===== src/rtl/df_tap_sequencer.sv =====
// Time-multiplexed FIR tap controller driving one shared coefficient multiplier, one tap per cycle.
// Latency: result valid TAPS cycles after the accepting edge; in_ready only in IDLE, result held until out_ready.
// Optional DF_TAP_SEQ_SAT_EN clamps out_data to 255; otherwise the full ACC_W-bit sum is presented.
module df_tap_sequencer #(
    parameter int TAPS  = 4,
    parameter int ACC_W = 10
) (
    input  logic             clk,
    input  logic             rst,
    input  logic             in_valid,
    output logic             in_ready,
    input  logic [7:0]       in_data,
    output logic             out_valid,
    input  logic             out_ready,
    output logic [ACC_W-1:0] out_data,
    input  logic             cfg_we,
    input  logic [3:0]       cfg_addr,
    input  logic [2:0]       cfg_coef,
    output logic             cfg_ready,
    output logic [2:0]       mul_coef,
    output logic [7:0]       mul_data,
    input  logic [7:0]       mul_out
);

    localparam int IW = (TAPS > 1) ? $clog2(TAPS) : 1;

    typedef enum logic [1:0] {IDLE, MAC, DONE} state_t;

    state_t           state;
    logic [7:0]       taps  [TAPS];
    logic [2:0]       coefs [TAPS];
    logic [ACC_W-1:0] acc;
    logic [ACC_W-1:0] acc_sum;
    logic [ACC_W-1:0] result;
    logic [IW-1:0]    idx;
    logic             cfg_hit;

    assign acc_sum = acc + ACC_W'(mul_out);

`ifdef DF_TAP_SEQ_SAT_EN
    assign result = (acc_sum > ACC_W'(255)) ? ACC_W'(255) : acc_sum;
`else
    assign result = acc_sum;
`endif

    // Out-of-range addresses must not alias onto a real tap through the truncated index.
    assign cfg_hit = cfg_we && cfg_ready && ({1'b0, cfg_addr} < 5'(TAPS));

    always_comb begin
        mul_coef = '0;
        mul_data = '0;
        if (state == MAC) begin
            mul_coef = coefs[idx];
            mul_data = taps[idx];
        end
    end

    always_ff @(posedge clk) begin
        if (rst) begin
            state     <= IDLE;
            in_ready  <= 1'b1;
            out_valid <= 1'b0;
            cfg_ready <= 1'b1;
            out_data  <= '0;
            acc       <= '0;
            idx       <= '0;
            for (int k = 0; k < TAPS; k++) begin
                taps[k]  <= '0;
                coefs[k] <= '0;
            end
        end else begin
            if (cfg_hit) begin
                coefs[cfg_addr[IW-1:0]] <= cfg_coef;
            end
            case (state)
                IDLE: begin
                    if (in_valid) begin
                        taps[0] <= in_data;
                        for (int k = 1; k < TAPS; k++) begin
                            taps[k] <= taps[k-1];
                        end
                        acc       <= '0;
                        idx       <= '0;
                        state     <= MAC;
                        in_ready  <= 1'b0;
                        cfg_ready <= 1'b0;
                    end
                end
                MAC: begin
                    acc <= acc_sum;
                    if (idx == IW'(TAPS - 1)) begin
                        idx       <= '0;
                        state     <= DONE;
                        out_data  <= result;
                        out_valid <= 1'b1;
                        cfg_ready <= 1'b1;
                    end else begin
                        idx <= idx + IW'(1);
                    end
                end
                DONE: begin
                    if (out_ready) begin
                        out_valid <= 1'b0;
                        in_ready  <= 1'b1;
                        state     <= IDLE;
                    end
                end
                default: begin
                    state     <= IDLE;
                    in_ready  <= 1'b1;
                    out_valid <= 1'b0;
                    cfg_ready <= 1'b1;
                end
            endcase
        end
    end

endmodule


===== config.mk =====
export PLATFORM = sky130hd
export DESIGN_NAME = df_tap_sequencer
export DESIGN_NICKNAME = d
export VERILOG_FILES = /design/src/rtl/df_tap_sequencer.sv
export SDC_FILE = /design/constraint.sdc
export NUM_CORES = 1
export LEC_CHECK = 0
export CORE_ASPECT_RATIO = 1.4
export CORE_MARGIN = 2
export CORE_UTILIZATION = 30
export DETAILED_ROUTE_END_ITERATION = 12
export HOLD_SLACK_MARGIN = 0.12
export MAX_ROUTING_LAYER = met4
export PLACE_DENSITY = 0.58
export SYNTH_ARGS = -nofsm -noshare
export SYNTH_HDL_FRONTEND = slang
export SYNTH_SLANG_ARGS = --single-unit

===== constraint.sdc =====
create_clock -name clk -period 3.7 [get_ports clk]
set_input_delay 0.74 -clock clk [delete_from_list [all_inputs] [get_ports clk]]
set_output_delay 0.74 -clock clk [all_outputs]
set_load 0.05 [all_outputs]

== Word level (Yosys, flattened, before mapping) ==
Memory sizes are Yosys's and may differ from the RTL's. A register that Yosys moved wholly into a read port is not among the register bits.
Index checks and enable logic that the tools add are counted.

* Register bits after elaboration: 27
* Memory bits (writable): 44
* Input port bits: 28
* Logic and storage cells: 74
* Memories: 2

* Add/subtract/negate cells: 2
* Magnitude comparators: 1
* Equality and inequality tests: 6
* Multiplexer cells: 38
* Bitwise logic cells: 7
* Reductions and logical operators: 11

{| class="wikitable"
|+ Memory list
! memory !! depth !! bits a word !! rd ports !! clocked after memory_dff !! wr ports !! RTL line !! source
|-
| taps || 4 || 8 || 4 || 1 || 4 || 30 || <nowiki>logic [7:0] taps [TAPS];</nowiki>
|-
| coefs || 4 || 3 || 1 || 1 || 4 || 31 || <nowiki>logic [2:0] coefs [TAPS];</nowiki>
|}

{| class="wikitable"
|+ Operator list
! kind !! number
|-
| two-way mux 8 bit || 5
|-
| two-way mux 2 bit || 10
|-
| case mux 10 bit (2 select lines) || 1
|-
| two-way mux 1 bit || 14
|-
| AND reduction 3 bit || 4
|-
| adder 10 x 8 -> 10 bit || 1
|-
| two-way mux 10 bit || 1
|-
| case mux 1 bit (3 select lines) || 3
|-
| two-way mux 3 bit || 2
|-
| case mux 2 bit (3 select lines) || 1
|-
| == test 2 bit, second input constant || 2
|-
| < comparator 4 x 3 -> 1 bit, second input constant || 1
|-
| inequality test 2 bit, second input constant || 2
|-
| bitwise OR 1 bit || 4
|-
| case mux 2 bit (2 select lines) || 1
|-
| AND reduction 2 bit || 2
|-
| NOT 1 bit || 3
|-
| OR reduction 3 bit || 1
|-
| adder 2 x 1 -> 2 bit, second input constant || 1
|-
| == test 2 x 1 -> 1 bit, second input constant || 1
|-
| logical AND 1 bit || 2
|-
| logical NOT 2 bit || 1
|-
| inequality test 2 x 1 -> 1 bit, second input constant || 1
|-
| nonzero test 2 bit || 1
|}

== Longest topological paths before layout ==
Gate-level depths: netlist of the first run.

* Depth after elaboration: 7
* Mapped depth: 8
* Gate-level depth less buffers: 8

== Worst setup path before layout of the first run ==
Ideal clock, no wire load.

* Path kind: input to register
* From: input in_valid
* To: memory taps[0][0] (enable)
* Library setup time: 0.466 ns
* Arrival time: 3.125 ns
* Setup slack: 0.110 ns
* Stages on the path: 2
* Path buffers: 0
* Cells stage by stage: nand2b_1 o21ai_0

{| class="wikitable"
|+ RTL lines
! item !! RTL line !! source
|-
| from (decl) || 10 || <nowiki>input logic in_valid,</nowiki>
|-
| to (decl) || 30 ||
|}

==> impl_metrics.tcl, run 1 <==
set metrics [dict create \
    rows 46 \
    ys_seq_elements 73 \
    worst_slack_ps 708.6 \
    cts_tree "built" \
    holdPathStages 2 \
    synth_common_cells "and2_1, edfxtp_1, dfxtp_1" \
    p_int_uw 1468 \
    grt_pass1_wl_um 12280 \
    synthAdderAreaFrac 0.03828 \
    grtUsageTotal 0.1327 \
    synth_top_family_by_area "simple AND/OR/NAND/NOR gates" \
    final_cells 499 \
    drive_above_1_share 0.1183 \
    r2r-end "out_data[7]$_SDFFE_PP0P_" \
    fp.dieArea_um2 12440 \
    drtIter0Drc 121 \
    period_share 0.8085 \
    p_sw_uw 465.7 \
    worstPathMaxFanout 11 \
    fin_crit_ps 2991 \
    synth_top_area_share 0.3814 \
    fin_skew_ps 6.840 \
    ir_drop_v 0.0001875 \
    synth_edf_count 44 \
    syn_area_per_cell_um2 11.70 \
    yosys.area_share.xor_xnor 0.01011 \
    comb_power_share 0.126 \
    cts_max_level 3 \
    grt_start_max_net_pins 33 \
    maxSlewHeadroom 0.6168 \
    area_delta_synth_final_pct 27.30 \
    ios 52 \
    leakage_uw 0.001620 \
    port_buffers 51 \
    async_flop_share 0 \
    syn_area_um2 3465 \
    firstDrtPassIters 4 \
    ys.flop_type "edfxtp_1" \
    crit_end "mul_data[4]" \
    grt_setup_unrepaired "no" \
    drv_slew 0 \
    ctsHoldBuffers 0 \
    synth_compound_area_frac 0.09859 \
    tightestPinTransition_ps 573.3 \
    routed_wl_um 7518 \
    wire_per_inst_um 15.07 \
    synth.most_common_cell "and2_1" \
    hold_path_class "register to register" \
    status "completed" \
    via_per_inst 4.872 \
    overflow 0 \
    r2r_slack_ps 1430 \
    drcViolationCount 0 \
    endpoint_kind "primary output" \
    gp_congestion 0.8053 \
    synth_cell_types 49 \
    clkPwrFrac 0.393 \
    die_y_um 131.2 \
    clock.fmax_mhz 334.3 \
    syn-num-nets 334 \
    drv_cap 0 \
    antenna_left 0 \
    cp.required_ps 2960 \
    start_util 0.3071 \
    power.density_nw_per_um2 438.4 \
    netSwitchingFraction 0.2408 \
    start_kind "register" \
    fin_nets 388 \
    fillers 1130 \
    seq_area_frac_synth 0.5489 \
    synthSimpleGateAreaFrac 0.2080 \
    setup_violations 0 \
    core_area_um2 11280 \
    clock_sinks 73 \
    yosys-top-cells-area "edfxtp_1, dfxtp_1, and2_1, mux4_2, ha_1" \
    antenna_cells 0 \
    synth_top_area_cell "edfxtp_1" \
    cts_setup_buffers 0 \
    postCtsResizedCells 0 \
    antenna_found_initial 0 \
    cts_root_buf "clkbuf_16" \
    syn_inst 296 \
    place_ws_ps 754.9 \
    r2r-start "state[0]$_SDFFE_PP0P_" \
    cts_buffers 9 \
    finalSetupTns_ps 0 \
    worstPathArrival_ps 2250 \
    rr_worst_depth 5 \
    clkTransAtPathRegs_ps 60 \
    worstSkewPairLatency_ps 330 \
    via_count 2431 \
    yosysWarnings 0 \
    hold_viol 0 \
    clockBufferDepth 2 \
    die_x_um 94.83 \
    grt_pass1_vias 2429 \
    critical_path_class "register to primary output" \
    muxShareOfSynthArea 0.07151 \
    power_frac_seq 0.481 \
    placed_cells 483 \
    hpwl_um 5283 \
]
==> worst max-delay path, stage by stage, from the launching register on <==
cell and delay, ps:
dfxtp_1 300, buf_4 240, mux4_2 520, and2_1 170, clkdlybuf4s50_1 690
==> metrics by stage <==
step / hold WS (ps) / area (um2) / util / power [uW]
final: 461.4 / 4410 / 0.3910 / 1934
after CTS: 463.6 / 4410 / 0.3910 / 1955
after global routing: 475.1 / 4410 / 0.3910 / 2011
after detailed placement: 453.1 / 4154 / 0.3682 / 1192
after floorplan: 469.5 / 3465 / - / 1101
after global placement: 448.1 / 4154 / 0.3682 / 1188
==> flip-flops by register name (all words and copies together), names as in the netlist, named ones only <==
name       flops
idx            2
state          2
out_valid      1
in_ready       1
acc           10
coefs         12
out_data      10
taps          32
cfg_ready      1
==> cell type report <==
cell class / count / area, um2 / area share
Clock buffer: 12 / 236.5 / 0.05362
Clock inverter: 4 / 20.02 / 0.004539
Inverter: 6 / 22.52 / 0.005106
Multi-Input combinational cell: 202 / 1486 / 0.3370
Sequential cell: 73 / 1902 / 0.4312
Tap cell: 144 / 180.2 / 0.04085
Timing Repair Buffer: 58 / 563.0 / 0.1277
==> power by group through the flow <==
stage	Combinational [uW]	Clock (uW)	Sequential (uW)
after detailed placement	245	0	947
after CTS	246	778	931
after global routing	265	810	936
after global placement	242	0	946
final	243	760	931
after floorplan	154	0	946
==> worst min path at each step <==
stage                                   from                        to  slack (ps)
global placement    out_data[3]$_SDFFE_PP0P_  out_data[3]$_SDFFE_PP0P_         450
CTS                 out_data[5]$_SDFFE_PP0P_  out_data[5]$_SDFFE_PP0P_         460
floorplan                acc[0]$_SDFFE_PP0P_       acc[0]$_SDFFE_PP0P_         470
detailed placement  out_data[5]$_SDFFE_PP0P_  out_data[5]$_SDFFE_PP0P_         450
global route        out_data[2]$_SDFFE_PP0P_  out_data[2]$_SDFFE_PP0P_         480
finish              out_data[5]$_SDFFE_PP0P_  out_data[5]$_SDFFE_PP0P_         460
==> cells by family after synthesis <==
| family | after synthesis |
|---|---|
| AND/OR/NAND/NOR | 128 |
| flip-flops | 73 |
| adder cells (fa/ha/maj) | 10 |
| buffers and inverters | 21 |
| multiplexers | 11 |
| AO/OA/AOI/OAI | 49 |
| XOR/XNOR | 4 |
==> cells in the final DEF (no fill, tap or decap), types with 3 or more instances in the layout <==
cell	count
nand2b_1	5
edfxtp_1	44
clkbuf_16	9
a21oi_1	17
ha_1	9
nor3_1	4
and3_1	4
nand3_1	5
a211oi_1	3
buf_4	7
clkbuf_1	3
a311o_1	3
clkdlybuf4s50_1	51
nor4b_1	4
nand2_1	19
o21ai_0	4
dfxtp_1	29
nor2_1	17
a22oi_1	6
and2_1	53
inv_1	6
mux4_2	11
==> layer usage <==
| metal | global-route usage | vias to the layer above | wire length (um) |
|---|---|---|---|
| met5 | - | - | 0 |
| met4 | 0.06522 | 0 | 119 |
| met3 | 0.02122 | 9 | 293 |
| met2 | 0.2021 | 55 | 3700 |
| met1 | 0.1703 | 1177 | 3404 |
| li1 | - | 1190 | - |
Power figures use the tool's default switching activity.
==> run 2, diff against run 1 <==
--- a/config.mk
+++ b/config.mk
@@ -11,7 +11,7 @@
 export DETAILED_ROUTE_END_ITERATION = 12
 export HOLD_SLACK_MARGIN = 0.12
 export MAX_ROUTING_LAYER = met4
-export PLACE_DENSITY = 0.58
+export PLACE_DENSITY = 0.56
 export SYNTH_ARGS = -nofsm -noshare
 export SYNTH_HDL_FRONTEND = slang
 export SYNTH_SLANG_ARGS = --single-unit
==> constraint.sdc (replaced) <==
create_clock -name clk -period 2.9 [get_ports clk]
set_input_delay 0.58 -clock clk [delete_from_list [all_inputs] [get_ports clk]]
set_output_delay 0.58 -clock clk [all_outputs]
set_load 0.05 [all_outputs]
==> run 2 against run 1 <==
Non-clock buffer count is 1 higher. Clock skew down 3.8 ps. Clock power up 71%. Cell count increased by 0.20%. Critical path depth rose by 5. Via count is 0.58% higher. Final area rose by 2.0%. Worst hold slack worse by 3.7 ps. Utilization increased by 0.80 points. Sequential power rose by 28%. Die area did not move. Critical endpoint is now acc[6]$_SDFFE_PP0P_. Largest cell class unchanged. Highest routed layer unchanged.
==> impl_metrics.tcl, run 2 (synthesized netlist as in run 1, its figures left out) <==
set metrics [dict create \
    status "completed" \
    fin_skew_ps 3.001 \
    top_register "taps" \
    seq_area_um2 1902 \
    start_util 0.3071 \
    start_kind "primary input" \
    clkTransAtPathRegs_ps 60 \
    worstPathMaxFanout 4 \
    postPlaceCellArea_um2 4146 \
    drcViolationCount 0 \
    grtUsageTotal 0.1383 \
    grt_setup_unrepaired "no" \
    die_x_um 94.83 \
    layout_common_cells "and2_1, edfxtp_1, clkdlybuf4s50_1, dfxtp_1, nand2_1" \
    drv_cap 0 \
    firstDrtPassIters 4 \
    die_y_um 131.2 \
    cts_max_level 3 \
    worstSkewPairLatency_ps 330 \
    p_total_uw 2799 \
    cts_root_buf "clkbuf_16" \
    antenna_cells 0 \
    grt_start_max_net_pins 33 \
    final_common_cell "and2_1" \
    drtIter0Drc 93 \
    ctsHoldBuffers 0 \
    fillers 1126 \
    via_per_inst 4.890 \
    fin_area_um2 4501 \
    port_buffers 51 \
    maxSlewHeadroom 0.5124 \
    worstPathArrival_ps 2730 \
    antenna_found_initial 0 \
    hpwl_um 5411 \
    fp.dieArea_um2 12440 \
    largest_register_ffs 32 \
    wire_per_inst_um 15.65 \
    hold_path_class "register to register" \
    overflow 0 \
    finalSetupTns_ps 0 \
    critical_path_class "primary input to register" \
    area_delta_synth_final_pct 29.90 \
    via_count 2445 \
    endpoint_kind "register" \
    routed_wl_um 7824 \
    fin_crit_ps 2451 \
    ios 52 \
    power.density_nw_per_um2 622.0 \
    r2r_slack_ps 820 \
    cts_buffers 9 \
    rows 46 \
    tightestPinTransition_ps 731.2 \
    clock.fmax_mhz 408.0 \
    cts_setup_buffers 0 \
    clock_sinks 73 \
    cp.required_ps 3180 \
    ir_drop_v 0.0003000 \
    antenna_left 0 \
    leakage_uw 0.001697 \
    hold_viol 0 \
    drive_above_1_share 0.1657 \
    core_area_um2 11280 \
    setup_violations 0 \
    multi_input_area_um2 1486 \
    fin_nets 389 \
    postCtsResizedCells 0 \
    period_share 0.8452 \
    grt_pass1_wl_um 12740 \
    reg_top3 "taps: 32 flops, coefs: 12 flops" \
    gp_congestion 0.7448 \
    cts_tree "built" \
    grt_pass1_vias 2592 \
    drv_slew 0 \
    clockBufferDepth 2 \
]
[run 2: cell count changes in the layout (fill, tap and decap cells not counted), sizes merged]
cell / before / now
buf: 7 / 19
bufinv: 0 / 3
clkbuf: 12 / 10
clkdlybuf4s50: 51 / 40
clkinv: 3 / 2
[run 2: through the flow]
stage / worst slack [ps] / hold WS (ps) / cells / util
6_report: 448.8 / 457.7 / 500 / 0.3990
4_1_cts: 451.6 / 461.8 / 500 / 0.3990
3_3_place_gp: 166.5 / 448.2 / 484 / 0.3676
5_1_grt: 334.7 / 488.9 / 500 / 0.3990
2_1_floorplan: 334.9 / 469.5 / 296 / -
3_5_place_dp: 101.2 / 450.3 / 484 / 0.3676
[run 2: worst max-delay path, cell delays in order]
cell and delay (ps):
clkdlybuf4s50_1 460, ha_1 190, inv_1 70, fa_1 400
nand2b_1 180, a21oi_1 230, a21bo_1 200, nor4b_1 260
a311o_1 150
[run 2: final timing paths]
path | start | cells past startpoint | endpoint
max | mul_out[0] | 9 | acc[6]$_SDFFE_PP0P_
min | out_data[2]$_SDFFE_PP0P_ | 2 | out_data[2]$_SDFFE_PP0P_
max reg2reg | acc[0]$_SDFFE_PP0P_ | 8 | acc[6]$_SDFFE_PP0P_
min reg2reg | out_data[2]$_SDFFE_PP0P_ | 2 | out_data[2]$_SDFFE_PP0P_
[run 2: power by group]
| group | leakage (uW) | internal (uW) | switching (uW) |
|---|---|---|---|
| combinational | 0.000820 | 141 | 171 |
| sequential | 0.000708 | 1160 | 28.3 |
| clock | 0.000169 | 866 | 434 |
[run 2: cell type report]
| cell class | count | share of cell area |
|---|---|---|
| flip-flops and latches | 73 | 0.4226 |
| multi-input cells | 202 | 0.3303 |
| repair buffers | 59 | 0.1234 |
| clock buffers | 10 | 0.05310 |
| well taps | 144 | 0.04003 |
| clock inverters | 6 | 0.02558 |
| inverters | 6 | 0.005004 |
[run 2: per-layer routing]
layer,vias up,track usage,wire [um]
li1,1192,-,-
met3,16,0.03268,337
met4,0,0.06039,174
met1,1182,0.1589,3235
met2,55,0.2270,4078
met5,-,-,0
==> run 3, diff against run 2 <==
==> constraint.sdc (replaced) <==
create_clock -name clk -period 2.5 [get_ports clk]
set_input_delay 0.5 -clock clk [delete_from_list [all_inputs] [get_ports clk]]
set_output_delay 0.5 -clock clk [all_outputs]
set_load 0.05 [all_outputs]
==> run 3 against run 2 <==
Cell count rose by 1.6%. Clock skew increased by 4.2 ps. Sequential power rose by 16%. Worst hold slack improved by 1.3 ps. Final area grew 0.47%. Routed wire length is 2.1% lower. Worst setup slack lost 250 ps. Register-to-register slack worse by 300 ps. Critical path type unchanged. Largest cell class unchanged.
==> impl_metrics.tcl, run 3 (synthesized netlist as in run 1, its figures left out) <==
set metrics [dict create \
    clock_sinks 73 \
    worstPathArrival_ps 2570 \
    wire_per_inst_um 15.07 \
    worst_slack_ps 203.5 \
    ctsHoldBuffers 0 \
    hold_viol 0 \
    die_y_um 131.2 \
    status "completed" \
    fp.dieArea_um2 12440 \
    worstPathMaxFanout 4 \
    multi_input_area_um2 1486 \
    die_x_um 94.83 \
    firstDrtPassIters 4 \
    critical_path_class "primary input to register" \
    cts_root_buf "clkbuf_16" \
    grtUsageTotal 0.1343 \
    fin_skew_ps 7.178 \
    worstSkewPairLatency_ps 330 \
    crit_slowest_cell "clkdlybuf4s50_1" \
    holdPathStages 2 \
    wl_met2_um 3974 \
    grt_pass1_vias 2487 \
    top_register "taps" \
    cp.required_ps 2770 \
    fin_nets 396 \
    holdWs_ps 459.0 \
    core_area_um2 11280 \
    via_count 2412 \
    largest_register_ffs 32 \
    grt_pass1_wl_um 12410 \
    final_common_cell "and2_1" \
    power.density_nw_per_um2 688.5 \
    final_cells 508 \
    period_share 0.9186 \
    wl_met1_um 3280 \
    port_buffers 51 \
    hold-path-endpoint "out_data[2]$_SDFFE_PP0P_" \
    overflow 0 \
    antenna_found_initial 1 \
    reg_top3 "taps: 32 flops, coefs: 12 flops" \
    fillers 1126 \
    r2r-start "acc[0]$_SDFFE_PP0P_" \
    seq_area_um2 1902 \
    clock.fmax_mhz 435.4 \
    wl_met3_um 308 \
    layout_common_cells "and2_1, edfxtp_1, clkdlybuf4s50_1, dfxtp_1, buf_4" \
    area_delta_synth_final_pct 30.52 \
    grt_setup_unrepaired "no" \
    holdCritStartpoint "out_data[2]$_SDFFE_PP0P_" \
    top_layer "met4" \
    postPlaceCellArea_um2 4199 \
    clkTransAtPathRegs_ps 60 \
    routed_wl_um 7656 \
    rr_worst_depth 8 \
    ir_drop_v 0.0003612 \
    placed_cells 491 \
    cts_setup_buffers 0 \
    leakage_uw 0.001720 \
    fin_area_um2 4522 \
    critPathBufInv 2 \
    path_delay_family "adder cells" \
    via_per_inst 4.748 \
    ios 52 \
    drtIter0Drc 49 \
    maxSlewHeadroom 0.6236 \
    gp_congestion 0.7714 \
    r2r_slack_ps 520 \
    finalSetupTns_ps 0 \
    postCtsResizedCells 0 \
    hpwl_um 5395 \
    rows 46 \
    clockBufferDepth 2 \
    cts_max_level 3 \
    tightestPinTransition_ps 563.9 \
    cts_buffers 9 \
    drive_above_1_share 0.1818 \
    hold_path_class "register to register" \
    drv_cap 0 \
    drcViolationCount 0 \
    endpoint_kind "register" \
    start_util 0.3071 \
    crit_chain "clkdlybuf4s50_1, ha_1, inv_1, fa_1, nand2b_1, a21oi_1, a21bo_1, nor4b_1, a311o_1" \
    r2r-end "acc[6]$_SDFFE_PP0P_" \
    drv_slew 0 \
    start_kind "primary input" \
    place_ws_ps -165.9 \
    cpPeakStageDelay_ps 460 \
    grt_start_max_net_pins 33 \
    cts_tree "built" \
    setup_violations 0 \
    antenna_left 0 \
    fin_crit_ps 2296 \
]
-- run 3: worst max-delay path by stage --
stage | from | cells past startpoint | slack [ps] | to
after floorplan | in_valid | 2 | 10 | taps[0][0]$_SDFFCE_PN0P_
after global placement | mul_out[0] | 9 | -80 | acc[6]$_SDFFE_PP0P_
after detailed placement | mul_out[0] | 9 | -170 | acc[6]$_SDFFE_PP0P_
after CTS | mul_out[0] | 9 | 190 | acc[6]$_SDFFE_PP0P_
after global routing | mul_out[0] | 9 | 40 | acc[6]$_SDFFE_PP0P_
final | mul_out[0] | 9 | 200 | acc[6]$_SDFFE_PP0P_
-- run 3: tightest hold or removal path, cell delays in order, from the launching register on --
cell and delay (ps):
dfxtp_1 310, nand2_1 50, a21oi_1 50
-- run 3: report_power, final --
| part | switching, uW | internal (uW) | total [uW] |
|---|---|---|---|
| combinational | 198 | 171 | 369 |
| clock | 494 | 873 | 1370 |
| sequential | 32.5 | 1340 | 1380 |
| total | 725 | 2390 | 3110 |
-- run 3: per-layer routing --
metal  global-route usage  vias to the layer above
li1                     -                     1207
met1               0.1544                     1151
met2               0.2230                       48
met3              0.03326                        6
met4              0.05072                        0
met5                    -                        -
-- run 3: cell type report --
cell class                 instances  share of cell area
multi-input combinational        202              0.3287
antenna                            1           0.0005534
timing repair buffer              66              0.1345
sequential                        73              0.4206
clock inverter                     7             0.02103
inverter                           6            0.004981
tap                              144             0.03985
clock buffer                       9             0.04981
-- run 3: metrics by stage --
step                  util  total power [uW]
floorplan                -              1628
global placement    0.3722              1770
finish              0.4008              3113
detailed placement  0.3722              1777
global route        0.4008              3250
CTS                 0.4006              3160
